$ cat config.mk
export PLATFORM = sky130hd
export DESIGN_NAME = breakout_game_ctrl
export DESIGN_NICKNAME = d
export VERILOG_FILES = /design/src/rtl/breakout_pkg.sv /design/src/rtl/breakout_score.sv /design/src/rtl/breakout_game_ctrl.sv
export SDC_FILE = /design/constraint.sdc
export NUM_CORES = 1
export LEC_CHECK = 0
export CORE_UTILIZATION = 55
export CTS_CLUSTER_SIZE = 28
export DETAILED_ROUTE_END_ITERATION = 6
export PLACE_DENSITY = 0.89
export SLEW_MARGIN = 10
export SYNTH_ARGS = -nofsm -noshare
export SYNTH_HDL_FRONTEND = slang
export SYNTH_SLANG_ARGS = --single-unit
$ cat constraint.sdc
create_clock -name i_clk -period 7.6 [get_ports i_clk]
set_input_delay 0.76 -clock i_clk [delete_from_list [all_inputs] [get_ports i_clk]]
set_output_delay 0.76 -clock i_clk [all_outputs]
set_load 0.02 [all_outputs]
$ cat src/rtl/breakout_pkg.sv
// Shared definitions for the breakout game controller: FSM state codes and
// the widths used by the scoring path.
package breakout_pkg;

  typedef enum logic [2:0] {
    ST_IDLE  = 3'd0,
    ST_SERVE = 3'd1,
    ST_PLAY  = 3'd2,
    ST_PAUSE = 3'd3,
    ST_LOST  = 3'd4,
    ST_OVER  = 3'd5,
    ST_WIN   = 3'd6
  } state_e;

  // Popcount result width; covers block vectors of up to 63 bits.
  localparam int POPCNT_W = 6;
  localparam int SCORE_W  = 10;
  localparam int SUM_W    = 11;
  localparam int LIVES_W  = 2;
  localparam int INC_W    = 16;

  // Points are only accumulated while a ball is in (or about to be in) play.
  function automatic logic is_scoring(input state_e s);
    return (s == ST_SERVE) || (s == ST_PLAY) || (s == ST_PAUSE);
  endfunction

endpackage

$ cat src/rtl/breakout_score.sv
// Score keeper: detects newly destroyed blocks from the sticky hit flags,
// counts them, and adds PTS per block with saturation at SCORE_MAX.
module breakout_score
  import breakout_pkg::*;
#(
  parameter int NBLK      = 17,
  parameter int PTS       = 5,
  parameter int SCORE_MAX = 999
) (
  input  logic               i_clk,
  input  logic               i_rst_n,
  input  logic [NBLK-1:0]    i_col_detected,
  input  logic               i_clear,
  input  logic               i_count_en,
  output logic [SCORE_W-1:0] o_score
);

  logic [NBLK-1:0]     col_prev;
  logic [NBLK-1:0]     new_hits;
  logic [POPCNT_W-1:0] pop;
  logic [INC_W-1:0]    inc;
  logic [SCORE_W-1:0]  score;

  // An increment larger than the cap saturates outright; otherwise an 11-bit
  // sum of two values no greater than SCORE_MAX cannot wrap before the compare.
  function automatic logic [SCORE_W-1:0] sat_add(input logic [SCORE_W-1:0] a,
                                                 input logic [INC_W-1:0]   b);
    logic [SUM_W-1:0] sum;
    if (b > INC_W'(SCORE_MAX)) begin
      return SCORE_W'(SCORE_MAX);
    end
    sum = SUM_W'(a) + SUM_W'(b);
    if (sum > SUM_W'(SCORE_MAX)) begin
      return SCORE_W'(SCORE_MAX);
    end
    return sum[SCORE_W-1:0];
  endfunction

  assign new_hits = i_col_detected & ~col_prev;

  // Count the blocks that became destroyed this cycle.
  always_comb begin
    pop = '0;
    for (int i = 0; i < NBLK; i++) begin
      pop = pop + POPCNT_W'(new_hits[i]);
    end
  end

  assign inc = INC_W'(PTS * int'(pop));

  // Track the previous hit vector every cycle and accumulate the score.
  always_ff @(posedge i_clk or negedge i_rst_n) begin
    if (!i_rst_n) begin
      col_prev <= '0;
      score    <= '0;
    end else begin
      col_prev <= i_col_detected;
      if (i_clear) begin
        score <= '0;
      end else if (i_count_en) begin
        score <= sat_add(score, inc);
      end
    end
  end

  assign o_score = score;

endmodule

$ cat src/rtl/breakout_game_ctrl.sv
// Breakout game sequencer: serve delay, play/pause, life accounting,
// win/over detection, and the scoring sub-block.
module breakout_game_ctrl
  import breakout_pkg::*;
#(
  parameter int NBLK         = 17,
  parameter int LIVES        = 3,
  parameter int SERVE_FRAMES = 60,
  parameter int PTS          = 5,
  parameter int SCORE_MAX    = 999
) (
  input  logic               i_clk,
  input  logic               i_rst_n,
  input  logic               i_ani_stb,
  input  logic               i_start,
  input  logic               i_pause,
  input  logic               i_endgame,
  input  logic [NBLK-1:0]    i_col_detected,
  output logic               o_mode,
  output logic               o_start,
  output logic               o_animate,
  output logic [LIVES_W-1:0] o_lives,
  output logic [SCORE_W-1:0] o_score,
  output logic [2:0]         o_state,
  output logic               o_win,
  output logic               o_over
);

  localparam int CNT_W = $clog2(SERVE_FRAMES + 1);
  localparam logic [CNT_W-1:0] CNT_LAST = CNT_W'(SERVE_FRAMES - 1);

  state_e             state;
  logic [CNT_W-1:0]   serve_cnt;
  logic [LIVES_W-1:0] lives;
  logic               endgame_q;
  logic               endgame_rise;
  logic               all_hit;
  logic               serve_done;
  logic               start_game;

  assign endgame_rise = i_endgame & ~endgame_q;
  assign all_hit      = &i_col_detected;
  // The serve pulse is the decode of the final serve strobe, so it can only
  // ever be high in the cycle that moves SERVE to PLAY.
  assign serve_done   = (state == ST_SERVE) && i_ani_stb && (serve_cnt == CNT_LAST);
  assign start_game   = i_start &&
                        ((state == ST_IDLE) || (state == ST_OVER) || (state == ST_WIN));

  // Main game FSM with serve counter, lives and ball-lost edge register.
  always_ff @(posedge i_clk or negedge i_rst_n) begin
    if (!i_rst_n) begin
      state     <= ST_IDLE;
      serve_cnt <= '0;
      lives     <= '0;
      endgame_q <= 1'b0;
    end else begin
      endgame_q <= i_endgame;
      case (state)
        ST_IDLE, ST_OVER, ST_WIN: begin
          if (i_start) begin
            state     <= ST_SERVE;
            lives     <= LIVES_W'(LIVES);
            serve_cnt <= '0;
          end
        end
        ST_SERVE: begin
          if (i_ani_stb) begin
            if (serve_cnt == CNT_LAST) begin
              state     <= ST_PLAY;
              serve_cnt <= '0;
            end else begin
              serve_cnt <= serve_cnt + 1'b1;
            end
          end
        end
        ST_PLAY: begin
          if (all_hit) begin
            state <= ST_WIN;
          end else if (endgame_rise) begin
            state <= ST_LOST;
            lives <= lives - 1'b1;
          end else if (i_pause) begin
            state <= ST_PAUSE;
          end
        end
        ST_PAUSE: begin
          if (i_pause) begin
            state <= ST_PLAY;
          end
        end
        ST_LOST: begin
          // Lives were already decremented on entry; zero means that was the last.
          if (lives == '0) begin
            state <= ST_OVER;
          end else begin
            state     <= ST_SERVE;
            serve_cnt <= '0;
          end
        end
        default: begin
          state <= ST_IDLE;
        end
      endcase
    end
  end

  // Output decode from the registered state.
  always_comb begin
    o_mode    = (state != ST_IDLE) && (state <= ST_WIN);
    o_animate = (state == ST_PLAY);
    o_win     = (state == ST_WIN);
    o_over    = (state == ST_OVER);
  end

  assign o_start = serve_done;
  assign o_state = state;
  assign o_lives = lives;

  breakout_score #(
    .NBLK      (NBLK),
    .PTS       (PTS),
    .SCORE_MAX (SCORE_MAX)
  ) u_score (
    .i_clk          (i_clk),
    .i_rst_n        (i_rst_n),
    .i_col_detected (i_col_detected),
    .i_clear        (start_game),
    .i_count_en     (is_scoring(state)),
    .o_score        (o_score)
  );

endmodule

==> impl_metrics.toml <==
[run_status]
run_status = "finished clean"

[timing]
tightest_slew_ns = 1.18
setup-violations-final = 0
final.min_clock_period_ns = 7.33
fmaxAchievable_mhz = 136
timing.slew.headroom_pct = 21.5
min_period_over_period_pct = 96.5
fin_hold_ws_ns = 0.508
hold_violations_final = 0
number_of_max_slew_violations_in_the_final_report = 0
final.setup_skew_ns = 0.00686

[logic_synthesis]
post_synth_net_total = 361
netlist_area_sq_um = 2920
yosys.area.top_type_share_pct = 33.4
synth_flop_cell = "sky130_fd_sc_hd__dfrtp_1"
synth_seq_area_share_pct = 33.4
syn-instance-count = 303
synth_cell_types = 56
post-synth-top-count-cell = "sky130_fd_sc_hd__dfrtp_1"
synth_edf_count = 0
ys_async_sr_fraction_pct = 100
post-synth-top-area-cell = "sky130_fd_sc_hd__dfrtp_1"
synth.top_cells.by_count = "39 x sky130_fd_sc_hd__dfrtp_1, 23 x sky130_fd_sc_hd__nor2_1, 22 x sky130_fd_sc_hd__a21oi_1, 22 x sky130_fd_sc_hd__ha_1, 22 x sky130_fd_sc_hd__inv_1"
synth-warning-count = 0
postSynthAreaPerCell_sq_um = 9.64
postSynthRegisterBits = 39
post_synth_main_area_contributors = "sky130_fd_sc_hd__dfrtp_1 33%, sky130_fd_sc_hd__ha_1 9.4%, sky130_fd_sc_hd__fa_1 8.9%, sky130_fd_sc_hd__a21oi_1 3.8%, sky130_fd_sc_hd__nand2b_1 3.4%"

[floorplan]
boundaryPins = 43
rows = 26
floorplan.core_area_sq_um = 5110
die_area_sq_um = 5600
initial_core_util_pct = 57.2
die_x_um = 74.9
dieHeight_um = 74.9

[routing]
wl_per_cell_um = 17.2
route.vias.total = 2669
finalWirelength_um = 7570
remaining_design_rule_violation_count = 0
ant_nets = 0
drt-pass1-iter-count = 5
dr_iter_0_viols = 228
viasPerCell = 6.07

[critical_path]
crit_path_max_fanout = 6
critical-path-slowest-cell = "sky130_fd_sc_hd__fa_1"
path_class = "in -> reg"
critical-path-top-cell-by-count = "sky130_fd_sc_hd__fa_1"
ff2ff_path_depth = 25
combined_buffer_and_inverter_count_along_the_critical_path = 6
critPathRequiredTime_ns = 7.78
critical_path.reg2reg.endpoint = "u_score.o_score[4]"
start_kind = "primary input"
r2r_setup_slack_ns = 0.68
worst_setup_path_end_kind = "flip-flop"
critical-path-max-stage-delay_ns = 0.55
r2r_start = "u_score.col_prev[0]"
cp.arrival_ns = 7.52
cp_top_family = "adder cells"

[global_route]
globalRouteTotalUtil_pct = 28.5
grt_max_degree = 40
grt_overflow = 0
global_route_wire_length_before_repair_um = 12100
antenna_found_initial = 0
grt_pass1_vias = 2625

[min_path]
whs_endpoint = "serve_cnt[0]"
type_of_the_worst_min_delay_path = "reg -> reg"
timing.hold.worst.start = "serve_cnt[0]"
worstHoldPathCells = 1

[cells_and_area]
antenna_cells = 0
multiInputGateArea_sq_um = 1880
syn_to_final_growth_pct = 29.7
sequential_cell_area_sq_um = 976
nFillCells = 366
drive_above_1_share_pct = 15.1
nNetsFinal = 427

[cts]
numClockSinks = 39
postCtsHoldBufs = 0
clk_transition_reported_paths_ns = 0.08
cts-buffers-inserted = 5
cts_htree_levels = 2
clockRootBuffer = "sky130_fd_sc_hd__clkbuf_8"
tritoncts_clock_tree = "built"
worstSkewPairLatency_ns = 0.30
cts_buffer_depth = 2

[flow_run]
drv.max_cap_violation_count = 0

[place]
count_of_buffers_from_port_buffering = 42
globalplace.congestion = 0.962
dp.final_hpwl_um = 5580
[logic make-up (layout without fill, tap and decap cells)]
family | count (synthesis) | count (layout) | share of synthesized area [%]
xor+xnor | 12 | 12 | 3.86
flops | 39 | 39 | 33.4
simple gates | 94 | 94 | 17.5
compound gates | 88 | 88 | 21.8
fa+ha+maj | 35 | 35 | 18.3
buf+inv | 33 | 100 | 4.37
mux | 2 | 2 | 0.728
[metal layers]
layer | up-vias | track usage, % | wire, um
met1 | 1300 | 36.0 | 3090
met3 | 21 | 4.55 | 450
li1 | 1230 | - | -
met5 | - | 0 | 0
met4 | 0 | 11.3 | 197
met2 | 118 | 48.8 | 3830
[worst reg2reg max path, stage by stage, from the launching register on]
cell	delay, ns
sky130_fd_sc_hd__dfrtp_1	0.36
sky130_fd_sc_hd__nor2b_2	0.05
sky130_fd_sc_hd__ha_1	0.27
sky130_fd_sc_hd__inv_1	0.05
sky130_fd_sc_hd__fa_1	0.55
sky130_fd_sc_hd__fa_1	0.44
sky130_fd_sc_hd__fa_1	0.52
sky130_fd_sc_hd__fa_1	0.55
sky130_fd_sc_hd__inv_1	0.07
sky130_fd_sc_hd__ha_2	0.20
sky130_fd_sc_hd__fa_2	0.36
sky130_fd_sc_hd__buf_4	0.16
sky130_fd_sc_hd__xor2_4	0.16
sky130_fd_sc_hd__ha_1	0.21
sky130_fd_sc_hd__ha_2	0.18
sky130_fd_sc_hd__fa_2	0.34
sky130_fd_sc_hd__a21oi_1	0.15
sky130_fd_sc_hd__nor2_1	0.06
sky130_fd_sc_hd__ha_1	0.29
sky130_fd_sc_hd__nand4_1	0.08
sky130_fd_sc_hd__or4b_4	0.50
sky130_fd_sc_hd__a311o_1	0.37
sky130_fd_sc_hd__a221oi_4	0.29
sky130_fd_sc_hd__buf_6	0.16
sky130_fd_sc_hd__nand3_4	0.09
sky130_fd_sc_hd__a221o_1	0.34
[final cells by class]
class	instances	area share, %
multi-input cells	231	49.5
flip-flops and latches	39	25.8
repair buffers	69	16.6
well taps	70	2.31
inverters	23	2.28
clock buffers	6	1.92
clock inverters	2	1.59
[through the flow]
stage | util, % | TNS, ns | cells | setup WS (ns) | instance area (sq um)
global route | 74.2 | -0.0113 | 440 | -0.0113 | 3790
floorplan | - | 0 | 303 | 0.157 | 2920
detailed placement | 69.9 | -2.93 | 430 | -0.524 | 3570
CTS | 73.4 | 0 | 439 | 0.0322 | 3750
finish | 74.2 | 0 | 440 | 0.265 | 3790
global placement | 69.9 | -1.25 | 430 | -0.278 | 3570
[worst max-delay path by stage]
stage / from / endpoint / slack (ns) / depth (start not counted)
after global routing: i_col_detected[14] / u_score.o_score[4] / -0.01 / 27
after global placement: i_col_detected[1] / u_score.o_score[4] / -0.28 / 26
after floorplan: i_col_detected[0] / u_score.o_score[4] / 0.16 / 25
after detailed placement: i_col_detected[1] / u_score.o_score[4] / -0.52 / 26
after CTS: i_col_detected[1] / u_score.o_score[4] / 0.03 / 26
final: i_col_detected[14] / u_score.o_score[4] / 0.27 / 26
[cells in the final DEF (no fill, tap or decap), drive strengths merged, types with 2 or more instances in the layout]
cell / netlist / routed
a21boi: 2 / 2
buf: 2 / 28
nand4: 7 / 7
fa: 13 / 13
inv: 23 / 23
nor3: 3 / 3
a21o: 7 / 7
nand2b: 16 / 16
ha: 22 / 22
nand3: 8 / 8
xor2: 8 / 8
or2: 2 / 2
nor2b: 11 / 11
o22ai: 4 / 4
o21ai: 7 / 7
nor2: 23 / 23
clkbuf: 8 / 6
a211oi: 10 / 10
nand2: 11 / 11
and3: 4 / 4
a22o: 4 / 4
clkdlybuf4s50: 0 / 38
xnor2: 4 / 4
dfrtp: 39 / 39
a21oi: 22 / 22
a22oi: 3 / 3
a211o: 5 / 5
dlymetal6s2s: 0 / 3
o2111ai: 2 / 2
a31oi: 4 / 4
or4b: 2 / 2
o21a: 2 / 2
bufinv: 0 / 2
and2: 4 / 4
a311o: 2 / 2
o211ai: 4 / 4
nor4: 2 / 2
[timing repair]
item | 4_1_cts | 5_1_grt
endpoints found under the setup margin | 6 | 6
gates resized for setup | 8 | 11
pin swaps | 6 | 15
hold endpoints to repair | 0 | 0
buffers inserted | 1 | 1
[sequential cells by signal, indices dropped and copies added (netlist names)]
signal            flops
u_score.o_score      10
u_score.col_prev     17
serve_cnt             6
o_lives               2
endgame_q             1
o_state               3
Power is not shown: default switching activity piles up to over one toggle a cycle in this logic, so the estimate is an artifact.
